$ cat config.mk
export PLATFORM = sky130hd
export DESIGN_NAME = fetch_unit
export DESIGN_NICKNAME = d
export VERILOG_FILES = /design/src/rtl/fetch_pkg.sv /design/src/rtl/fetch_skid_slot.sv /design/src/rtl/fetch_unit.sv
export SDC_FILE = /design/constraint.sdc
export NUM_CORES = 1
export LEC_CHECK = 0
export BUFFER_PORTS_ARGS = -buffer_cell sky130_fd_sc_hd__buf_4
export CAP_MARGIN = 20
export CORE_ASPECT_RATIO = 1.5
export CORE_MARGIN = 2
export CORE_UTILIZATION = 51
export CTS_BUF_LIST = sky130_fd_sc_hd__clkbuf_4 sky130_fd_sc_hd__clkbuf_8
export CTS_CLUSTER_SIZE = 14
export DETAILED_ROUTE_END_ITERATION = 12
export PLACE_DENSITY = 0.79
export SETUP_SLACK_MARGIN = 0.3
export SLEW_MARGIN = 20
export SYNTH_ARGS = -nofsm -noshare
export SYNTH_HDL_FRONTEND = slang
export SYNTH_SLANG_ARGS = --single-unit
export TNS_END_PERCENT = 5
$ cat constraint.sdc
create_clock -name clock -period 1.4 [get_ports clock]
set_input_delay 0.14 -clock clock [delete_from_list [all_inputs] [get_ports clock]]
set_output_delay 0.14 -clock clock [all_outputs]
set_load 0.005 [all_outputs]
$ cat src/rtl/fetch_pkg.sv
// Shared constants and the fetched-word record for the fetch unit.
// The stall counter is present only when FETCH_STALL_CNT_EN is defined.
package fetch_pkg;

    localparam int PC_W    = 8;
    localparam int INSTR_W = 8;
    localparam int WORD_W  = PC_W + INSTR_W;

    localparam logic [PC_W-1:0] RESET_PC = 8'h00;

    typedef struct packed {
        logic [PC_W-1:0]    pc;
        logic [INSTR_W-1:0] instr;
    } fetch_word_t;

endpackage

$ cat src/rtl/fetch_skid_slot.sv
// One-entry holding slot for a fetched word the output register could not take.
// A load in the same cycle as a clear wins, so the slot can be drained and refilled at once.
module fetch_skid_slot
    import fetch_pkg::*;
(
    input  logic              clock,
    input  logic              reset,
    input  logic              load,
    input  logic              clear,
    input  logic [WORD_W-1:0] d,
    output logic              valid,
    output logic [WORD_W-1:0] q
);

    logic        valid_q, valid_d;
    fetch_word_t entry_q, entry_d;

    always_comb begin
        valid_d = valid_q;
        entry_d = entry_q;
        if (load) begin
            valid_d = 1'b1;
            entry_d = d;
        end else if (clear) begin
            valid_d = 1'b0;
        end
    end

    always_ff @(posedge clock or posedge reset) begin
        if (reset) begin
            valid_q <= 1'b0;
            entry_q <= '0;
        end else begin
            valid_q <= valid_d;
            entry_q <= entry_d;
        end
    end

    assign valid = valid_q;
    assign q     = entry_q;

endmodule

$ cat src/rtl/fetch_unit.sv
// Program counter, memory request tracking and decode-facing output register of the 8-bit CPU.
// Define FETCH_STALL_CNT_EN to add the saturating stall_count output.
module fetch_unit
    import fetch_pkg::*;
(
    input  logic               clock,
    input  logic               reset,
    output logic [PC_W-1:0]    pccounter,
    input  logic [INSTR_W-1:0] instr_in,
    input  logic               branch_taken,
    input  logic [PC_W-1:0]    branch_target,
    input  logic               decode_ready,
    output logic               instr_valid,
    output logic [INSTR_W-1:0] instr_out,
    output logic [PC_W-1:0]    pc_out
`ifdef FETCH_STALL_CNT_EN
    ,
    output logic [15:0]        stall_count
`endif
);

    logic [PC_W-1:0] pc_q, pc_d;
    logic            req_valid_q, req_valid_d;
    logic [PC_W-1:0] req_pc_q, req_pc_d;
    logic            out_valid_q, out_valid_d;
    fetch_word_t     out_q, out_d;

    logic        skid_valid;
    logic        skid_load;
    logic        skid_clear;
    logic        skid_valid_next;
    fetch_word_t skid_word;
    fetch_word_t cand_word;
    logic        fire;
    logic        slot_free;
    logic        issue;

    fetch_skid_slot u_skid (
        .clock (clock),
        .reset (reset),
        .load  (skid_load),
        .clear (skid_clear),
        .d     (cand_word),
        .valid (skid_valid),
        .q     (skid_word)
    );

    always_comb begin
        cand_word       = '{pc: req_pc_q, instr: instr_in};
        fire            = out_valid_q & decode_ready;
        slot_free       = !out_valid_q | fire;
        out_valid_d     = out_valid_q;
        out_d           = out_q;
        skid_load       = 1'b0;
        skid_clear      = 1'b0;
        skid_valid_next = skid_valid;
        req_valid_d     = 1'b0;
        req_pc_d        = req_pc_q;
        pc_d            = pc_q;
        issue           = 1'b0;

        if (branch_taken) begin
            out_valid_d     = 1'b0;
            skid_clear      = 1'b1;
            skid_valid_next = 1'b0;
            pc_d            = branch_target;
        end else begin
            if (slot_free) begin
                if (skid_valid) begin
                    // Oldest word leaves the skid; a word returning now takes its place.
                    out_valid_d     = 1'b1;
                    out_d           = skid_word;
                    skid_clear      = !req_valid_q;
                    skid_load       = req_valid_q;
                    skid_valid_next = req_valid_q;
                end else if (req_valid_q) begin
                    out_valid_d = 1'b1;
                    out_d       = cand_word;
                end else begin
                    out_valid_d = 1'b0;
                end
            end else if (req_valid_q) begin
                skid_load       = 1'b1;
                skid_valid_next = 1'b1;
            end

            // Only request a new word when the skid will be free to catch it.
            issue = !skid_valid_next;
            if (issue) begin
                req_valid_d = 1'b1;
                req_pc_d    = pc_q;
                pc_d        = pc_q + 1'b1;
            end
        end
    end

    always_ff @(posedge clock or posedge reset) begin
        if (reset) begin
            pc_q        <= RESET_PC;
            req_valid_q <= 1'b0;
            req_pc_q    <= '0;
            out_valid_q <= 1'b0;
            out_q       <= '0;
        end else begin
            pc_q        <= pc_d;
            req_valid_q <= req_valid_d;
            req_pc_q    <= req_pc_d;
            out_valid_q <= out_valid_d;
            out_q       <= out_d;
        end
    end

    assign pccounter   = pc_q;
    assign instr_valid = out_valid_q;
    assign instr_out   = out_q.instr;
    assign pc_out      = out_q.pc;

`ifdef FETCH_STALL_CNT_EN
    logic [15:0] stall_cnt_q, stall_cnt_d;

    always_comb begin
        stall_cnt_d = stall_cnt_q;
        if (out_valid_q && !decode_ready && (stall_cnt_q != 16'hFFFF)) begin
            stall_cnt_d = stall_cnt_q + 16'd1;
        end
    end

    always_ff @(posedge clock or posedge reset) begin
        if (reset) begin
            stall_cnt_q <= '0;
        end else begin
            stall_cnt_q <= stall_cnt_d;
        end
    end

    assign stall_count = stall_cnt_q;
`else
    // No stall counter in this build.
`endif

endmodule

Word-level counts from Yosys, hierarchy flattened:

Cells that the tools add are included.

* add/sub/neg operators: 1
* equal/unequal tests: 1
* muxes and demuxes: 21
* bitwise operators: 4
* reduce and logical (&&, ||, !) cells: 7

Operator list (count)
* two-way mux 16 bit: 2
* two-way mux 1 bit: 17
* two-way mux 8 bit: 2
* adder 8 x 1 -> 8 bit (second input constant): 1
* nonzero test 2 bit: 3
* AND reduction 3 bit: 1
* zero test 1 bit: 2
* != test 2 bit (second input constant): 1
* NOT 1 bit: 2
* AND reduction 2 bit: 1
* bitwise AND 1 bit: 1
* bitwise OR 1 bit: 1

* bits in registers: 51
* input port bits: 20
* output and inout port bits: 25
* logic and storage cells: 43

Longest topological paths before layout:

Gate-level depths: netlist of run 1.

* depth after elaboration: 6
* mapped depth: 6
* depth with buffers taken out: 4

Hierarchy:

A second synthesis of run 1 with hierarchy kept.

* cell total of the unflattened synthesis: 187
* area total of the unflattened synthesis: 2309.7 sq um

Modules (own cells, without submodules)
* fetch_unit: times used 1, cells each 149, area an instance 1622.8 sq um, seq. area each 850.8 sq um
* fetch_skid_slot: times used 1, cells each 38, area an instance 686.9 sq um, seq. area each 425.4 sq um

Least setup slack after synthesis of run 1:

No wires, ideal clock.

* path type: register to register
* start: register out_valid_q (netlist: instr_valid)
* end: register u_skid.entry_q, in the netlist u_skid.q[0]
* library setup time: 0.125 ns
* data arrival time: 1.312 ns
* required time: 1.275 ns
* setup slack: -0.036 ns
* stages on the path, launching flop included: 5
* path buffers: 1
* clock period less this slack: 1.436 ns
* path through: dfrtp_1 > nor2b_1 > o21ai_2 > buf_6 > mux2_2

* word-level cells in the longest chain between the ends: 4
* elaborated cells between the ends (all ways): 5
* classes of those cells: mux (2); bitwise (2); reduce/logical (1)

RTL lines
* start: declaration: line fetch_unit.sv:25 `logic out_valid_q, out_valid_d;`
* start signal: assignment: line fetch_unit.sv:108 `out_valid_q <= out_valid_d;`
* bitwise AND 1 bit / zero test 1 bit (equally long branches): line fetch_unit.sv:50, fetch_unit.sv:51
* bitwise OR 1 bit *: line fetch_unit.sv:51 `slot_free = !out_valid_q | fire;`
* two-way mux 1 bit *: line fetch_unit.sv:68 `if (slot_free) begin`
* two-way mux 1 bit *: line fetch_unit.sv:62 `if (branch_taken) begin`
* end signal: assignment: line fetch_skid_slot.sv:35 `entry_q <= entry_d;`
* end: declaration: line fetch_skid_slot.sv:16 `fetch_word_t entry_q, entry_d;`

Every way passes the cells marked *; elsewhere a longest branch is shown, timed or not.
A chain may end at the register's enable or synchronous reset.

Worst setup path after layout of run 1:

* start: register req_valid_q
* end: register pc_q[3] (netlist: pccounter[3])

* word-level cells in the longest chain between the ends: 4
* elaborated cells between the ends (all ways): 5
* classes of those cells: eq/ne (1); mux (4)

RTL lines
* start: declaration: line fetch_unit.sv:23 `logic req_valid_q, req_valid_d;`
* start signal: assignment: line fetch_unit.sv:106 `req_valid_q <= req_valid_d;`
* two-way mux 1 bit (on tied branches): line fetch_unit.sv:82, fetch_unit.sv:69
* two-way mux 1 bit *: line fetch_unit.sv:68
* two-way mux 1 bit *: line fetch_unit.sv:62
* != test 2 bit (no source line) *
* end signal: assignment: line fetch_unit.sv:105 `pc_q <= pc_d;`
* end: declaration: line fetch_unit.sv:22 `logic [PC_W-1:0] pc_q, pc_d;`

Every way passes the cells marked *; elsewhere a longest branch is shown, timed or not. The select of a mux whose other input is x is not followed.

==> out/results.tsv, run 1 <==
stage	metric	value	unit
synth	ys_warn_count	0	
drt	drt-wirelength-per-cell	14.7	µm
timing	period_share	102	%
timing	setup_viol	2	
timing	rsz0062_at_grt	true	
drt	drt-total-wl	4.33	mm
clock_tree	cts_root_buffer	clkbuf_8	
placement	placed_area	2740	µm²
synth	syn-cell-area	2270	µm²
critical_path	path_max_fanout	11	
drt	first_pass_iters	3	
die	ios	45	
die	fp.dieW	58.4	µm
drt	ant_nets	0	
outcome	violations	negative setup slack	
synth	syn_nets	210	
critical_path	path_class	reg -> reg	
flow_run	drv_cap	0	
layout	nFillCells	306	
clock_tree	cts_tree	done	
drt	drc	0	
global_routing	grt_pass1_vias	1583	
critical_path	cp.required	1640	ps
clock_tree	cts.sinks	51	
placement	io_buffers	44	
synth	syn_area_per_cell	12.0	µm²
power	power.total	4.05	mW
timing	period_needed	1420	ps
die	num_rows	29	
power	p_per_area	1330	nW/µm²
synth	ys.flop_type	dfrtp_1	
synth	yosysTopAreaCellShare	56.3	%
die	die-area	5000	µm²
layout	drive_above_1_share	42.2	%
critical_path	endpoint_kind	flop	
die	dieHeight	85.6	µm
min_path	hp-start	branch_target[3]	
global_routing	grt_max_degree	33	
global_routing	grt_pass1_wl	7.19	mm
min_path	min-delay-path-class	in -> reg	
drt	vias_per_cell	5.45	
drt	drtIter0Drc	29	
global_routing	overflow	0	
clock_tree	htree_levels	2	
placement	gp_congestion	0.775	
synth	synthCells	189	
outcome	status	complete, but fails checks	
timing	whs	46.9	ps
timing	slew_viol_final	0	
synth	ys_seq_elements	51	
placement	dp_hpwl	2.84	mm
layout	n_antenna_cell	0	
timing	setup_slack	-22.8	ps
timing	hold_viol	0	
synth	yosysTopAreaCell	dfrtp_1	
layout	fin_nets	269	
min_path	worstHoldPathCells	3	
timing	fmaxAchievable	703	MHz
clock_tree	cts_buffers	5	
global_routing	track_usage	18.9	%
clock_tree	clkTransAtPathRegs	90	ps
critical_path	reg2reg_to	pccounter[3]	
synth	synth_edf_count	0	
min_path	hold_end	pccounter[3]	
critical_path	crit_arrival	1660	ps
power	vdd_drop_max	0.926	mV
critical_path	cp-start-kind	flop	
timing	skew	7.00	ps
critical_path	reg2reg_from	req_valid_q	
global_routing	antenna_found_initial	0	
layout	area_delta_synth_final	34.4	%
synth	synth_top_cells_by_area	dfrtp_1 (56%), mux2i_1 (7.5%), mux2_1 (6.0%)	
critical_path	reg2reg_depth	5	
layout	fin_area	3050	µm²
die	initial_core_util	53.4	%
critical_path	r2r_slack	-20	ps
clock_tree	clock_latency	300	ps
timing	relSlewSlack	66.9	%
layout	finalNonFillerCells	295	
synth	seq_area_frac_synth	56.3	%
synth	synth_cell_types	29	
drt	vias	1607	
placement	placed_cells	281	
clock_tree	cts_buffer_depth	2	
power	leakagePower	1.37	nW
timing	worst_pin_slew	495	ps
synth	async_flop_share	100	%
die	core	4250	µm²
==> routing by layer <==
metal	global-route usage, %	share of wire (%)	routed length [µm]	vias to the layer above
met5	0	0	0	-
met4	8.67	3.1	136	0
met3	4.22	4.1	179	12
met2	31.8	50	2170	38
met1	22.7	43	1840	773
li1	-	-	-	784
==> cells by family (layout without fill, tap and decap cells) <==
logic type               after synthesis  in the layout  share of synthesized area [%]
AO/OA/AOI/OAI                         28             28                           6.90
XOR/XNOR                               1              1                          0.387
adder cells (fa/ha/maj)                1              1                          0.552
buffers and inverters                 12             72                           3.20
flip-flops                            51             51                           56.3
multiplexers                          41             41                           19.4
AND/OR/NAND/NOR                       55             55                           13.2
==> worst max-delay path, stage by stage, from the launching register on <==
cell and delay [ps]:
dfrtp_2 470, nor2_8 140, a21oi_4 60, buf_12 140, or4_4 470, nand3_2 80
==> worst max-delay path by stage <==
stage	from	endpoint	slack [ps]
2_1_floorplan	instr_valid	u_skid.q[0]	30
3_3_place_gp	instr_valid	u_skid.q[0]	-90
3_5_place_dp	u_skid.valid	pccounter[1]	-130
4_1_cts	req_valid_q	pccounter[3]	0.07
5_1_grt	req_valid_q	u_skid.q[2]	-70
6_report	req_valid_q	pccounter[3]	-20
==> what timing repair did <==
item                                    CTS  global route
buffers inserted                          4             1
endpoints found under the hold margin    21             0
pin swaps                                14             6
hold buffers                              1             0
resized for setup                        26             8
endpoints found under the setup margin   54            54
==> cell usage after synthesis (2+ instances only) <==
master and instances:
mux2_1 12, o21ai_0 7, or4_1 5, a21oi_1 17
mux2i_1 17, clkbuf_1 2, buf_2 4, nand3_1 7
nor2b_1 8, nand2_1 10, nor2_1 17, mux2_2 12
inv_1 3, buf_6 3, dfrtp_1 51
==> through the flow <==
stage	util, %	setup TNS, ps	setup slack, ps
after floorplan	-	0	32.6
after global placement	64.5	-1950	-87.7
after detailed placement	64.5	-2560	-130
after CTS	70.6	0	0.0741
after global routing	71.7	-872	-65.5
final	71.7	-34.5	-22.8
==> flip-flops by register name (all words and copies together), names as in the netlist <==
register	cells
instr_out	8
instr_valid	1
pc_out	8
pccounter	8
req_pc_q	8
req_valid_q	1
u_skid.q	16
u_skid.valid	1
==> power breakdown <==
part,switching (mW),total [mW],internal (mW)
Combinational,0.353,0.965,0.612
Sequential,0.220,2.03,1.81
Clock,0.469,1.05,0.578
==> area by class of cell <==
type / count / area (µm²) / share of cell area, %
tap: 46 / 57.6 / 1.89
timing repair buffer: 61 / 553 / 18.2
clock inverter: 2 / 35.0 / 1.15
clock buffer: 6 / 82.6 / 2.71
multi-input combinational: 126 / 1020 / 33.6
inverter: 3 / 15.0 / 0.493
sequential: 51 / 1280 / 42.0
==> layout by cell type (no fill, tap or decap), types with 3 or more instances in the layout <==
cell type	synthesis	final
clkbuf_8	0	6
nand2_1	10	9
buf_12	0	5
o21ai_0	7	6
a21oi_1	17	17
or4_1	5	4
buf_4	0	47
buf_6	3	8
mux2_4	0	14
nor2_1	17	15
mux2_2	12	6
mux2i_1	17	17
nand3_1	7	6
dfrtp_2	0	3
mux2_1	12	4
dfrtp_1	51	48
nor2b_1	8	7
Power figures use the tool's default switching activity.
==> run 2, diff against run 1 <==
--- a/config.mk
+++ b/config.mk
@@ -11,10 +11,8 @@
 export CORE_MARGIN = 2
 export CORE_UTILIZATION = 51
 export CTS_BUF_LIST = sky130_fd_sc_hd__clkbuf_4 sky130_fd_sc_hd__clkbuf_8
-export CTS_CLUSTER_SIZE = 14
 export DETAILED_ROUTE_END_ITERATION = 12
 export PLACE_DENSITY = 0.79
-export SETUP_SLACK_MARGIN = 0.3
 export SLEW_MARGIN = 20
 export SYNTH_ARGS = -nofsm -noshare
 export SYNTH_HDL_FRONTEND = slang
==> run 2 against run 1 <==
Effect of this change: the flow still finishes with violations (negative setup slack); cell count fell by 1.4%; core utilization down 3.6 points; power down 5.2%; critical path depth unchanged; sequential power about the same; flip-flop and latch count did not move; clock skew shrank 2.6 ps; global-route usage fell by 0.46 points; final area is 5.0% lower; critical path type unchanged; largest cell class unchanged; largest power group unchanged.
==> out/results.tsv, run 2 (same netlist as run 1, synthesis figures left out) <==
stage	metric	value	unit	change
critical_path	cp_slowest_cell	dfrtp_2		unchanged
critical_path	cp-start-kind	flop		unchanged
die	ios	45		unchanged
layout	n_antenna_cell	0		unchanged
timing	period_share	102	%	about the same
clock_tree	clock_latency	300	ps	about the same
power	pwr-share-seq	52.3	%	was 50.3%
timing	fmaxAchievable	698	MHz	was 703 MHz
outcome	violations	negative setup slack		unchanged
die	dieHeight	85.6	µm	unchanged
layout	area_delta_synth_final	27.7	%	was 34.4%
critical_path	cp.required	1630	ps	was 1640 ps
layout	nFillCells	341		was 306
timing	relSlewSlack	80.9	%	was 66.9%
outcome	status	complete, but fails checks		unchanged
clock_tree	cts.sinks	51		unchanged
layout	layout_commonest_cell	buf_4		was dfrtp_1
drt	vias	1586		was 1607
placement	dp_hpwl	2.90	mm	was 2.84 mm
flow_run	drv_cap	0		unchanged
layout	largest_register_ffs	16		unchanged
drt	drc	0		unchanged
global_routing	overflow	0		unchanged
timing	rsz0062_at_grt	true		unchanged
power	leakagePower	1.27	nW	was 1.37 nW
die	core	4250	µm²	unchanged
drt	first_pass_iters	4		was 3
timing	slew_viol_final	0		unchanged
power	p_int	2.86	mW	was 3.00 mW
critical_path	cp_num_buf_inv	1		unchanged
layout	final_core_util	68.1	%	was 71.7%
power	vdd_drop_max	1.00	mV	was 0.926 mV
global_routing	grt_pass1_vias	1559		was 1583
global_routing	grt_max_degree	52		was 33
clock_tree	cts_buffer_depth	2		unchanged
drt	ant_nets	0		unchanged
layout	fin_nets	266		was 269
clock_tree	htree_levels	2		unchanged
die	num_rows	29		unchanged
layout	final_cell_mix	buf_4 (52), dfrtp_1 (49), mux2i_1 (17), nor2_1 (17), a21oi_1 (17)		was dfrtp_1 (48), buf_4 (47), mux2i_1 (17), a21oi_1 (17), nor2_1 (15)
drt	drt-total-wl	4.10	mm	was 4.33 mm
power	p_sw	0.971	mW	was 1.04 mW
power	pwr-share-comb	22.1	%	was 23.9%
min_path	min-delay-path-class	in -> reg		unchanged
drt	drtIter0Drc	32		was 29
critical_path	endpoint_kind	flop		unchanged
timing	skew	4.36	ps	was 7.00 ps
clock_tree	clkTransAtPathRegs	80	ps	was 90 ps
timing	period_needed	1430	ps	was 1420 ps
global_routing	antenna_found_initial	0		unchanged
drt	drt-wirelength-per-cell	14.1	µm	was 14.7 µm
layout	drive_above_1_share	35.5	%	was 42.2%
timing	worst_pin_slew	285	ps	was 495 ps
power	p_clk_share	25.6	%	was 25.9%
power	power.total	3.83	mW	was 4.05 mW
placement	io_buffers	44		unchanged
critical_path	slowest_delay	480	ps	was 470 ps
global_routing	track_usage	18.5	%	was 18.9%
critical_path	crit_arrival	1670	ps	was 1660 ps
critical_path	path_max_fanout	13		was 11
clock_tree	cts_tree	done		unchanged
power	p_per_area	1330	nW/µm²	about the same
timing	setup_viol	5		was 2
drt	vias_per_cell	5.45		about the same
timing	hold_viol	0		unchanged
clock_tree	cts_buffers	5		unchanged
die	initial_core_util	53.4	%	unchanged
critical_path	crit_family	simple AND/OR/NAND/NOR gates		unchanged
power	switching_share	25.3	%	was 25.8%
critical_path	crit_chain	nand2_2 -> a21oi_4 -> buf_12 -> or4_1 -> nand3_1		was nor2_8 -> a21oi_4 -> buf_12 -> or4_4 -> nand3_2
global_routing	grt_pass1_wl	7.07	mm	was 7.19 mm
placement	gp_congestion	0.724		was 0.775
clock_tree	cts_root_buffer	clkbuf_8		unchanged
timing	setup_slack	-33.2	ps	was -22.8 ps
critical_path	path_class	reg -> reg		unchanged
die	fp.dieW	58.4	µm	unchanged
die	die-area	5000	µm²	unchanged
==> run 2: cell count changes in the layout (fill, tap and decap cells not counted), moves of 2 or more <==
| cell | previous run | this run |
|---|---|---|
| mux2_4 | 14 | 0 |
| buf_6 | 8 | 0 |
| mux2_1 | 4 | 12 |
| mux2_2 | 6 | 12 |
| buf_4 | 47 | 52 |
| nor2_1 | 15 | 17 |
| nor2_2 | 2 | 0 |
==> run 2: metal layers <==
layer / global-route usage (%) / wire [µm] / vias to the layer above
met4: 7.61 / 65 / 0
li1: - / - / 775
met1: 23.1 / 1690 / 755
met5: 0 / 0 / -
met3: 3.32 / 203 / 6
met2: 30.9 / 2140 / 50
==> run 2: metrics by stage <==
step / setup WS (ps) / hold WS [ps] / std cells / setup TNS (ps) / cell area [µm²]
finish: -33.2 / 46.6 / 291 / -81.5 / 2890
global route: -126 / 45.6 / 291 / -1020 / 2890
CTS: -39.4 / 39.1 / 291 / -154 / 2890
detailed placement: -175 / 221 / 282 / -1500 / 2750
global placement: -88.9 / 206 / 282 / -467 / 2750
floorplan: 30.5 / 236 / 189 / 0 / 2280
==> run 2: area by class of cell <==
class	instances	area [µm²]	area share, %
inverter	3	11.3	0.389
clock inverter	1	30.0	1.04
multi-input combinational	126	943	32.6
clock buffer	6	76.3	2.64
timing repair buffer	58	495	17.1
sequential	51	1280	44.2
tap	46	57.6	1.99
==> run 2: power groups by stage <==
stage	sequential, mW	clock [mW]	combinational (mW)
2_1_floorplan	2.01	0	0.443
3_3_place_gp	2.01	0	0.813
3_5_place_dp	2.03	0	0.848
4_1_cts	2.00	1.02	0.861
5_1_grt	2.05	1.08	0.949
6_report	2.00	0.982	0.848
==> run 2: path summary, 6_finish.rpt <==
check	startpoint	to	slack, ps	cells after the start
setup / recovery	u_skid.valid	pccounter[4]	-30	5
hold / removal	branch_target[0]	pccounter[0]	50	3
setup reg to reg	u_skid.valid	pccounter[4]	-30	5
hold reg to reg	u_skid.q[3]	u_skid.q[3]	500	1
max in group asynchronous	reset	req_valid_q	710	4
min in group asynchronous	reset	u_skid.q[7]	450	4
==> run 2: worst register-to-register path: stages (launching register included) <==
cell     delay (ps)
dfrtp_2         480
nand2_2         120
a21oi_4          80
buf_12          150
or4_1           470
nand3_1          80
==> run 2: timing repair <==
action	CTS	global route
hold buffers	1	0
resized for setup	4	2
endpoints found under the setup margin	17	25
endpoints found under the hold margin	51	0
pin swaps	11	1
setup buffers	1	0
cloned	0	0
